<file path="src/rtl/wb_arbiter.sv">
// Register-file writeback arbiter: the pipeline WB stage has fixed priority; long-latency
// results are bypassed when the queue is empty, otherwise buffered in a small FIFO.
module wb_arbiter #(
    parameter int WIDTH    = 32,
    parameter int DEPTH    = 4,
    parameter int MAX_WAIT = 8
) (
    input  logic             clk,
    input  logic             rst_n,
    input  logic             pwe,
    input  logic [4:0]       pwa,
    input  logic [WIDTH-1:0] pwd,
    input  logic             lv,
    input  logic [4:0]       lwa,
    input  logic [WIDTH-1:0] lwd,
    output logic             lrdy,
    input  logic [4:0]       chk_a1,
    input  logic [4:0]       chk_a2,
    output logic             chk_hit1,
    output logic             chk_hit2,
    output logic             stall_req,
    output logic             we,
    output logic [4:0]       wa,
    output logic [WIDTH-1:0] wd
);
    localparam int PW = $clog2(DEPTH);
    localparam int CW = PW + 1;
    localparam int WW = $clog2(MAX_WAIT + 1);

    logic [4:0]       addr_mem [DEPTH];
    logic [WIDTH-1:0] data_mem [DEPTH];

    logic [PW-1:0]    rd_ptr_reg, rd_ptr_next;
    logic [PW-1:0]    wr_ptr_reg, wr_ptr_next;
    logic [CW-1:0]    count_reg, count_next;
    logic [WW-1:0]    wait_reg, wait_next;
    logic             we_reg, we_next;
    logic [4:0]       wa_reg, wa_next;
    logic [WIDTH-1:0] wd_reg, wd_next;

    logic             empty, full, pipe_sel, accept, pop, bypass, push;
    logic [DEPTH-1:0] hit1_vec, hit2_vec;

    assign empty    = (count_reg == '0);
    assign full     = (count_reg == CW'(DEPTH));
    assign lrdy     = rst_n && !full;
    assign accept   = lv && lrdy;
    assign pipe_sel = pwe && (pwa != 5'd0);
    assign pop      = !pipe_sel && !empty;
    assign bypass   = !pipe_sel && empty && accept && (lwa != 5'd0);
    // Writes to r0 are accepted from the unit but never queued.
    assign push     = accept && (lwa != 5'd0) && !bypass;

    always_comb begin
        we_next     = 1'b0;
        wa_next     = wa_reg;
        wd_next     = wd_reg;
        rd_ptr_next = rd_ptr_reg;
        wr_ptr_next = wr_ptr_reg;
        wait_next   = wait_reg;
        if (pipe_sel) begin
            we_next = 1'b1;
            wa_next = pwa;
            wd_next = pwd;
        end else if (pop) begin
            we_next = 1'b1;
            wa_next = addr_mem[rd_ptr_reg];
            wd_next = data_mem[rd_ptr_reg];
        end else if (bypass) begin
            we_next = 1'b1;
            wa_next = lwa;
            wd_next = lwd;
        end
        if (pop)
            rd_ptr_next = rd_ptr_reg + PW'(1);
        if (push)
            wr_ptr_next = wr_ptr_reg + PW'(1);
        count_next = count_reg + CW'(push) - CW'(pop);
        if (empty || pop)
            wait_next = '0;
        else if (wait_reg != WW'(MAX_WAIT))
            wait_next = wait_reg + WW'(1);
    end

    always_ff @(posedge clk or negedge rst_n) begin
        if (!rst_n) begin
            rd_ptr_reg <= '0;
            wr_ptr_reg <= '0;
            count_reg  <= '0;
            wait_reg   <= '0;
            we_reg     <= 1'b0;
            wa_reg     <= '0;
            wd_reg     <= '0;
        end else begin
            rd_ptr_reg <= rd_ptr_next;
            wr_ptr_reg <= wr_ptr_next;
            count_reg  <= count_next;
            wait_reg   <= wait_next;
            we_reg     <= we_next;
            wa_reg     <= wa_next;
            wd_reg     <= wd_next;
        end
    end

    // Storage needs no reset: entry validity is derived from the pointers and count.
    always_ff @(posedge clk) begin
        if (push) begin
            addr_mem[wr_ptr_reg] <= lwa;
            data_mem[wr_ptr_reg] <= lwd;
        end
    end

    for (genvar gi = 0; gi < DEPTH; gi++) begin : g_hit
        logic [PW-1:0] offset;
        logic          valid;
        assign offset       = PW'(gi) - rd_ptr_reg;
        assign valid        = (CW'(offset) < count_reg);
        assign hit1_vec[gi] = valid && (addr_mem[gi] == chk_a1);
        assign hit2_vec[gi] = valid && (addr_mem[gi] == chk_a2);
    end

    assign chk_hit1  = (chk_a1 != 5'd0) && ((|hit1_vec) || (we_reg && (wa_reg == chk_a1)));
    assign chk_hit2  = (chk_a2 != 5'd0) && ((|hit2_vec) || (we_reg && (wa_reg == chk_a2)));
    assign stall_req = full || (wait_reg == WW'(MAX_WAIT));
    assign we        = we_reg;
    assign wa        = wa_reg;
    assign wd        = wd_reg;
endmodule

</file>
<file path="config.mk">
export PLATFORM = sky130hd
export DESIGN_NAME = wb_arbiter
export DESIGN_NICKNAME = d
export VERILOG_FILES = /design/src/rtl/wb_arbiter.sv
export SDC_FILE = /design/constraint.sdc
export NUM_CORES = 1
export LEC_CHECK = 0
export CAP_MARGIN = 20
export CORE_ASPECT_RATIO = 1.75
export CORE_MARGIN = 2
export CORE_UTILIZATION = 50
export DETAILED_ROUTE_END_ITERATION = 16
export GPL_ROUTABILITY_DRIVEN = 0
export PLACE_DENSITY = 0.76
export SYNTH_ARGS = -nofsm -noshare
export SYNTH_HDL_FRONTEND = slang
export SYNTH_SLANG_ARGS = --single-unit
</file>
<file path="constraint.sdc">
create_clock -name clk -period 3.1 [get_ports clk]
set_clock_uncertainty 0.1 [all_clocks]
set_input_delay 0.62 -clock clk [delete_from_list [all_inputs] [get_ports clk]]
set_output_delay 0.62 -clock clk [all_outputs]
set_load 0.02 [all_outputs]
</file>
==> results of run 1 <==
[power by group]
group	leakage [nW]	internal [mW]	switching, mW
Combinational	1.90	1.75	1.95
Clock	0.277	1.13	0.983
Sequential	1.90	3.35	0.346
Total	4.09	6.24	3.28
[per-stage QoR]
step                      util [%]  setup slack, ns  hold slack [ns]  cells  TNS, ns
after floorplan                  -            0.162            0.224    645        0
after global placement        60.7           -0.308            0.412   1001    -2.19
after detailed placement      60.7           -0.376            0.422   1001    -3.76
after CTS                     64.0           0.0577            0.136   1033        0
after global routing          64.6           -0.133            0.143   1034   -0.250
final                         64.6          -0.0184            0.146   1034  -0.0184
[synthesized netlist by cell type (13+ instances only)]
cell / instances / area (sq um)
a21oi_1: 41 / 205
clkbuf_1: 17 / 63.8
dfrtp_1: 49 / 1230
edfxtp_1: 148 / 4440
inv_1: 13 / 48.8
mux4_2: 37 / 833
nand2_1: 73 / 274
nand3_1: 42 / 210
nor2_1: 41 / 154
o21ai_0: 32 / 160
xnor2_1: 32 / 280
xor2_1: 27 / 236
[per-layer routing]
layer / global-route usage (%) / vias to the layer above / wire length (um)
met3: 3.04 / 59 / 936
met5: 0 / - / 0
met1: 27.1 / 2915 / 7910
met4: 12.1 / 0 / 985
li1: - / 2651 / -
met2: 43.3 / 241 / 12000
[worst register-to-register path: cells and delay by family, from the launching register on]
family                     cells  cell delay (ns)
DFF                            1             0.59
adders and majority gates      3             0.71
xor gates and xnor gates       2             0.26
AOI/OAI and AO/OA              1             0.12
and+or+nand+nor                2             0.62
buffers and inverters          3             0.18
[timing repair]
item                                    4_1_cts  5_1_grt
pin swaps                                     0        6
setup buffers                                 0        1
endpoints found under the setup margin        2        3
resized for setup                            12       21
[path summary, 6_finish.rpt]
check                                  start           end  slack (ns)  cells after the start
min in group clk                       wd[5]         wd[5]        0.44                      2
worst min register to register         wd[5]         wd[5]        0.44                      2
worst max register to register  count_reg[2]  count_reg[2]        0.38                     11
worst max-delay path               chk_a1[0]      chk_hit1       -0.02                      7
max in group asynchronous              rst_n        wd[20]        2.37                      2
worst min-delay path                   rst_n        wd[29]        0.15                      2
[cell type report]
class | instances | area (sq um) | area share (%)
Clock buffer | 18 | 429 | 3.81
Clock inverter | 14 | 136 | 1.21
Sequential cell | 197 | 5670 | 50.3
Timing Repair Buffer | 171 | 1690 | 14.9
Tap cell | 231 | 289 | 2.56
Multi-Input combinational cell | 390 | 3020 | 26.7
Inverter | 13 | 48.8 | 0.433
[cells by family after synthesis]
group / Yosys count
adder cells (fa/ha/maj): 13
AO/OA/AOI/OAI: 85
XOR/XNOR: 59
flip-flops: 197
AND/OR/NAND/NOR: 195
multiplexers: 38
buffers and inverters: 58
[layout by cell type, fill, tap and decap left out, types with 6 or more instances in the layout]
master	Yosys	routed
xnor2_1	32	30
buf_4	6	37
nor3_1	6	6
buf_12	0	6
a21oi_1	41	41
nand2_1	73	73
o21ai_0	32	32
dfrtp_1	49	47
nor2_1	41	41
inv_1	13	11
clkdlybuf4s50_1	0	122
inv_6	0	8
nor4_1	10	6
clkbuf_16	0	17
edfxtp_1	148	148
xor2_1	27	26
mux4_2	37	37
nand3_1	42	42
ha_1	12	11
==> out/metrics.csv, run 1 <==
metric,value,unit
Unique masters post-synth,41,
RSZ-0062 raised after global routing,true,
CP Capture Type,primary output,
cell mode on critical path,buf_4,
ANT cells,0,
Worst Setup Start Kind,primary input,
final WL,21.8,mm
Clock Tree Buf Depth,2,
post-synthesis mux area share,9.56,%
count of state elements after synthesis,197,
Top delay family on crit path,buffers and inverters,
design area,0.0113,sq mm
die width,105,um
syn_nets,746,
vias in the first global route,6288,
area delta synth->final,27.1,%
"slowest stage delay, CP",0.62,ns
Post-synth EDFFs,148,
Hold Crit Class,primary input to async pin,
Initial Utilization,50.8,%
Main synth FF type,edfxtp_1,
Post-Syn Area,0.00887,sq mm
Antenna Nets Post-Route,0,
Worst-Skew Late Latency,0.42,ns
# rows,64,
Required @ worst endpoint,2.38,ns
fin nets,891,
maximum vdd drop,0.606,mV
Critical path buffers and inverters,3,
mean post-synth cell area,13.8,sq um
minimum clock period,3.12,ns
Syn Inst Count,645,
wire length per cell,21.1,um
pwr dens,844,mW/mm^2
clock root cell,clkbuf_16,
clock-pin slew of the registers on the worst-case setup and hold paths,0.07,ns
final setup fails,1,
max cap viols,0,
global-route wire length before repair,34.1,mm
Synth async-reset ratio,24.9,%
Crit path arrival time,2.40,ns
initial antenna violation count,0,
vias per cell,5.67,
CP Class,primary input to primary output,
max FFs per register,128,
die footprint,0.0189,sq mm
largest net degree at the start of global routing,54,
Synth Area in Adders,1.92,%
hold_buf cts,0,
DRT Pass-1 Iters,5,
Hold Fails Final Rpt,0,
port bufs,129,
final routed DRC violation total,0,
crit path cell chain,clkdlybuf4s50_1 -> buf_4 -> xor2_1 -> nor4_2 -> nor4_1 -> a21oi_1 -> buf_4,
total CTS buffers,17,
period utilization,101,%
Via Count,5866,
fin. max-slew vios,0,
outcome,"complete, but fails checks",
gr ovfl total,0,
Synth Area in Compound Gates,5.32,%
simple-gate share of the synthesized area,10.1,%
hpwl dp,14.7,mm
htree depth,4,
Worst slew margin,62.2,%
global-route usage over all layers,23.8,%
Die Span Y,180,um
"Slowest-stage cell, CP",clkdlybuf4s50_1,
fraction of layout instances using a drive strength above 1,17.8,%
post-synthesis sequential area ratio,63.9,%
I/O pin cnt,130,
CTS tree,done,
yosys warns,0,
filler cell count in the final layout,1316,
initial DRC count,442,
Sink Count,197,
main combinational cell family by area after synthesis,simple AND/OR/NAND/NOR gates,
leakage power,4.09,nW
XOR/XNOR Fraction of Synth Area,5.83,%
Post-DP Area,0.0106,sq mm
core area,0.0175,sq mm
Achievable Freq,0.321,GHz
critical path peak fanout,4,
failing checks,negative setup slack,
worst slew pin tran,0.567,ns
PnR worst setup slack,-0.0184,ns
total chip power,9.52,mW
No activity file was read; power rests on OpenSTA's default activity.
==> inputs of run 2 (changes only) <==
--- a/config.mk
+++ b/config.mk
@@ -5,13 +5,13 @@
 export SDC_FILE = /design/constraint.sdc
 export NUM_CORES = 1
 export LEC_CHECK = 0
-export CAP_MARGIN = 20
 export CORE_ASPECT_RATIO = 1.75
 export CORE_MARGIN = 2
 export CORE_UTILIZATION = 50
 export DETAILED_ROUTE_END_ITERATION = 16
+export DONT_BUFFER_PORTS = 1
 export GPL_ROUTABILITY_DRIVEN = 0
-export PLACE_DENSITY = 0.76
+export PLACE_DENSITY = 0.67
 export SYNTH_ARGS = -nofsm -noshare
 export SYNTH_HDL_FRONTEND = slang
 export SYNTH_SLANG_ARGS = --single-unit
==> run 2 against run 1 <==
Compared with the run above: the run now ends clean; worst setup slack improved by 0.077 ns; critical path type is now flop to primary output; total power shrank 7.3%; utilization down 8.7 points; sequential power rose by 8.1%; highest routed layer is now met5; largest cell class unchanged; final cell count fell by 15%; fmax is 2.5% higher; count of clock-buffer cells in the layout shrank 1; first-iteration DRC count is 33% lower.
==> out/metrics.csv, run 2 (synthesized netlist as in run 1, its figures left out) <==
metric,value,unit
combinational share of power,29.1,%
clock root cell,clkbuf_16,
Achievable Freq,0.329,GHz
Crit path arrival time,2.32,ns
max cap viols,0,
critical path peak fanout,4,
maximum vdd drop,0.453,mV
die width,105,um
core area,0.0175,sq mm
CP Capture Type,primary output,
htree depth,4,
area delta synth->final,10.0,%
Post-DP Area,0.00902,sq mm
initial DRC count,294,
net switching power,3.08,mW
worst slew pin tran,1.09,ns
Int Pwr,5.75,mW
largest net degree at the start of global routing,52,
Worst slew margin,27.3,%
design area,0.00976,sq mm
Die Span Y,180,um
DRT Pass-1 Iters,5,
final routed DRC violation total,0,
wire length per cell,22.4,um
routed wl met2,10.6,mm
sw frac,34.9,%
"commonest non-fill, non-tap cells in the layout","edfxtp_1 (148), nand2_1 (73), dfrtp_1 (46)",
hpwl dp,12.5,mm
clock-pin slew of the registers on the worst-case setup and hold paths,0.08,ns
vias in the first global route,5448,
port bufs,0,
pre-CTS WS,0.0965,ns
hold depth,0,
fin nets,737,
pwr dens,904,mW/mm^2
met3 WL post-DR,1.04,mm
Sink Count,197,
CP Class,flop to primary output,
Metal-1 WL,7.27,mm
Worst-Skew Late Latency,0.43,ns
Via Count,5142,
global-route usage over all layers,21.4,%
PnR worst setup slack,0.0584,ns
Clock Tree Buf Depth,2,
initial antenna violation count,2,
I/O pin cnt,130,
Initial Utilization,50.8,%
period utilization,98.1,%
final setup fails,0,
leakage power,3.41,nW
Antenna Nets Post-Route,0,
top sig layer,met5,
filler cell count in the final layout,1448,
Worst Setup Start Kind,flop,
die footprint,0.0189,sq mm
# rows,64,
vias per cell,5.83,
fin. max-slew vios,0,
fraction of layout instances using a drive strength above 1,17.4,%
sequential share of power,45.4,%
gr ovfl total,0,
total CTS buffers,17,
R2R cell count,11,
outcome,finished clean,
global-route wire length before repair,30.2,mm
final WL,19.7,mm
clock power share,25.5,%
Hold Fails Final Rpt,0,
CTS tree,done,
Hold Crit Class,primary input to flop,
minimum clock period,3.04,ns
"commonest non-fill, non-tap cell in the layout",edfxtp_1,
Required @ worst endpoint,2.38,ns
max FFs per register,128,
## run 2: cell count changes in the layout (fill, tap and decap cells not counted), sizes merged
cell,before,now
diode,0,2
clkinvlp,1,0
clkdlybuf4s50,122,0
dlygate4sd3,0,1
clkbuf,18,17
buf,45,16
dlymetal6s2s,4,0
inv,22,23
bufinv,1,2
## run 2: what timing repair did
action / 4_1_cts / 5_1_grt
hold endpoints to repair: 49 / 0
setup endpoints to repair: 2 / 2
gates cloned: 0 / 0
gates resized for setup: 3 / 10
setup buffers: 2 / 0
hold buffers: 2 / 0
pin swaps: 0 / 6
## run 2: final timing paths
check | startpoint | endpoint | slack, ns
max | count_reg[1] | chk_hit1 | 0.06
min | lwd[11] | data_mem[2][11] | 0.18
max reg2reg | count_reg[2] | count_reg[2] | 0.30
min reg2reg | wait_reg[3] | wait_reg[3] | 0.50
max in group asynchronous | rst_n | count_reg[1] | 2.02
min in group asynchronous | rst_n | wd[1] | 0.60
## run 2: routing by layer
layer / GRT usage, % / vias to the layer above
met4: 11.1 / 2
li1: - / 2349
met1: 23.7 / 2567
met3: 4.67 / 48
met2: 38.2 / 176
met5: 0 / -
## run 2: power by group through the flow
stage / Sequential (mW) / Clock [mW] / Combinational (mW)
floorplan: 3.92 / 0 / 1.99
global placement: 4.05 / 0 / 2.37
detailed placement: 4.07 / 0 / 2.45
CTS: 4.00 / 2.31 / 2.55
global route: 4.05 / 2.40 / 2.85
finish: 4.00 / 2.25 / 2.57
## run 2: layout make-up
type	instances	area (sq um)	share of cell area, %
sequential	197	5670	58.1
multi-input combinational	390	2980	30.6
clock buffer	17	425	4.36
tap	231	289	2.96
clock inverter	15	185	1.90
timing repair buffer	17	150	1.54
inverter	13	48.8	0.500
antenna	2	5.00	0.0513
## run 2: per-stage QoR
| step | hold slack [ns] | power, mW | std cells | util, % | setup TNS [ns] |
|---|---|---|---|---|---|
| final | 0.181 | 8.82 | 882 | 55.9 | 0 |
| after global routing | 0.156 | 9.30 | 882 | 55.9 | -0.114 |
| after CTS | 0.158 | 8.86 | 880 | 55.6 | 0 |
| after floorplan | 0.224 | 5.91 | 645 | - | 0 |
| after global placement | 0.226 | 6.42 | 844 | 51.7 | 0 |
| after detailed placement | 0.226 | 6.52 | 844 | 51.7 | 0 |
## run 2: worst max-delay path, stage by stage, from the launching register on
cell and delay [ns]:
dfrtp_2 0.41, inv_2 0.12, ha_1 0.26, a21boi_0 0.13, o21ba_2 0.24, nor4_1 0.31, nor4_1 0.09, a21oi_1 0.17
buf_4 0.17
==> inputs of run 3 (changes only) <==
--- a/config.mk
+++ b/config.mk
@@ -12,6 +12,7 @@
 export DONT_BUFFER_PORTS = 1
 export GPL_ROUTABILITY_DRIVEN = 0
 export PLACE_DENSITY = 0.67
+export SETUP_SLACK_MARGIN = 0.02
 export SYNTH_ARGS = -nofsm -noshare
 export SYNTH_HDL_FRONTEND = slang
 export SYNTH_SLANG_ARGS = --single-unit
==> run 3 against run 2 <==
Compared with the run above: sequential power is essentially flat; combinational power about the same; register-to-register slack barely moved; worst setup slack better by 0.014 ns; global-route usage unchanged; wire length up 0.33%; worst hold slack worse by 0.00061 ns; critical path depth unchanged; count of clock-buffer cells in the layout unchanged; via count increased by 0.16%; first-iteration DRC count up 13%; clock power about the same.
==> out/metrics.csv, run 3 (synthesized netlist as in run 1, its figures left out) <==
metric,value,unit
wire length per cell,22.5,um
Initial Utilization,50.8,%
DRT Pass-1 Iters,4,
Critical path buffers and inverters,2,
fraction of layout instances using a drive strength above 1,17.6,%
CTS tree,done,
maximum vdd drop,0.453,mV
hpwl dp,12.5,mm
port bufs,0,
largest net degree at the start of global routing,52,
final WL,19.8,mm
RSZ-0062 raised after global routing,true,
I/O pin cnt,130,
Worst slew margin,27.6,%
clock root cell,clkbuf_16,
outcome,finished clean,
"commonest non-fill, non-tap cells in the layout","edfxtp_1 (148), nand2_1 (73), dfrtp_1 (46)",
CP Capture Type,primary output,
sequential share of power,45.3,%
Required @ worst endpoint,2.38,ns
gr ovfl total,0,
combinational share of power,29.2,%
Antenna Nets Post-Route,0,
critical path peak fanout,4,
"Slowest-stage cell, CP",dfrtp_2,
htree depth,4,
Worst Setup Start Kind,flop,
pwr dens,904,mW/mm^2
area delta synth->final,10.2,%
vias in the first global route,5448,
total chip power,8.83,mW
die width,105,um
Achievable Freq,0.330,GHz
period utilization,97.7,%
CP Class,flop to primary output,
vias per cell,5.84,
# rows,64,
sw frac,34.9,%
net switching power,3.09,mW
total CTS buffers,17,
Hold Crit Class,primary input to flop,
filler cell count in the final layout,1445,
initial antenna violation count,2,
Crit path arrival time,2.31,ns
max FFs per register,128,
pre-CTS WS,0.0965,ns
clock power share,25.5,%
max cap viols,0,
die footprint,0.0189,sq mm
final routed DRC violation total,0,
Die Span Y,180,um
"commonest non-fill, non-tap cell in the layout",edfxtp_1,
Via Count,5150,
Worst-Skew Late Latency,0.43,ns
footprint of the multi-input gates,0.00300,sq mm
PnR worst setup slack,0.0728,ns
Sink Count,197,
worst slew pin tran,1.09,ns
final setup fails,0,
"slowest stage delay, CP",0.41,ns
Reg area,0.00567,sq mm
Top delay family on crit path,compound AO/OA/AOI/OAI gates,
global-route wire length before repair,30.2,mm
fin. max-slew vios,0,
fin nets,737,
initial DRC count,333,
Int Pwr,5.75,mW
Hold Fails Final Rpt,0,
crit path cell chain,inv_2 -> ha_1 -> a21boi_0 -> o21ba_2 -> nor4_4 -> nor4_2 -> a21oi_1 -> buf_4,
core area,0.0175,sq mm
Clock Tree Buf Depth,2,
global-route usage over all layers,21.4,%
minimum clock period,3.03,ns
leakage power,3.41,nW
clock-pin slew of the registers on the worst-case setup and hold paths,0.08,ns
==> run 3: cell counts in the layout (fill, tap and decap cells not counted) <==
Identical to the previous run, type by type.
==> run 3: final cells by class <==
class / instances / area share, %
clock buffer: 17 / 4.35
timing repair buffer: 17 / 1.54
inverter: 13 / 0.499
sequential: 197 / 58.1
tap: 231 / 2.96
clock inverter: 15 / 1.89
antenna: 2 / 0.0512
multi-input combinational: 390 / 30.7
==> run 3: worst paths after layout <==
check / start / end / slack [ns] / cells after the start
min in group asynchronous: rst_n / wd[1] / 0.60 / 2
max in group asynchronous: rst_n / wd[15] / 2.02 / 2
worst min-delay path: lwd[11] / data_mem[2][11] / 0.18 / 0
worst max-delay path: count_reg[1] / chk_hit2 / 0.07 / 8
worst min register to register: wr_ptr_reg[1] / wr_ptr_reg[1] / 0.50 / 1
worst max register to register: count_reg[2] / count_reg[2] / 0.31 / 11
==> run 3: what timing repair did <==
action / in CTS / in global routing
hold buffers: 2 / 0
endpoints found under the hold margin: 49 / 0
buffers inserted: 2 / 0
gates resized for setup: 3 / 12
setup endpoints to repair: 2 / 2
pin swaps: 0 / 6
==> run 3: through the flow <==
step                      cell area [sq um]  cells  util [%]  hold WS [ns]  setup TNS, ns
after floorplan                        8870    645         -         0.224              0
after global placement                 9020    844      51.7         0.226              0
after detailed placement               9020    844      51.7         0.226              0
after CTS                              9700    880      55.6         0.158              0
after global routing                   9770    882      56.0         0.156        -0.0750
final                                  9770    882      56.0         0.180              0
==> run 3: routing by layer <==
metal  routed length (um)  part of all wire, %  track usage, %  vias up
li1                     -                    -               -     2347
met5                   16                0.081               0        -
met1                 7450                   38            23.7     2569
met3                  931                  4.7            4.67       54
met4                  858                  4.3            11.1        2
met2                10600                   53            38.2      178
==> run 3: power groups by stage <==
stage / registers (mW) / logic [mW] / clock network (mW)
after floorplan: 3.92 / 1.99 / 0
after global placement: 4.05 / 2.37 / 0
after detailed placement: 4.07 / 2.45 / 0
after CTS: 4.00 / 2.55 / 2.31
after global routing: 4.05 / 2.86 / 2.40
final: 4.00 / 2.58 / 2.25
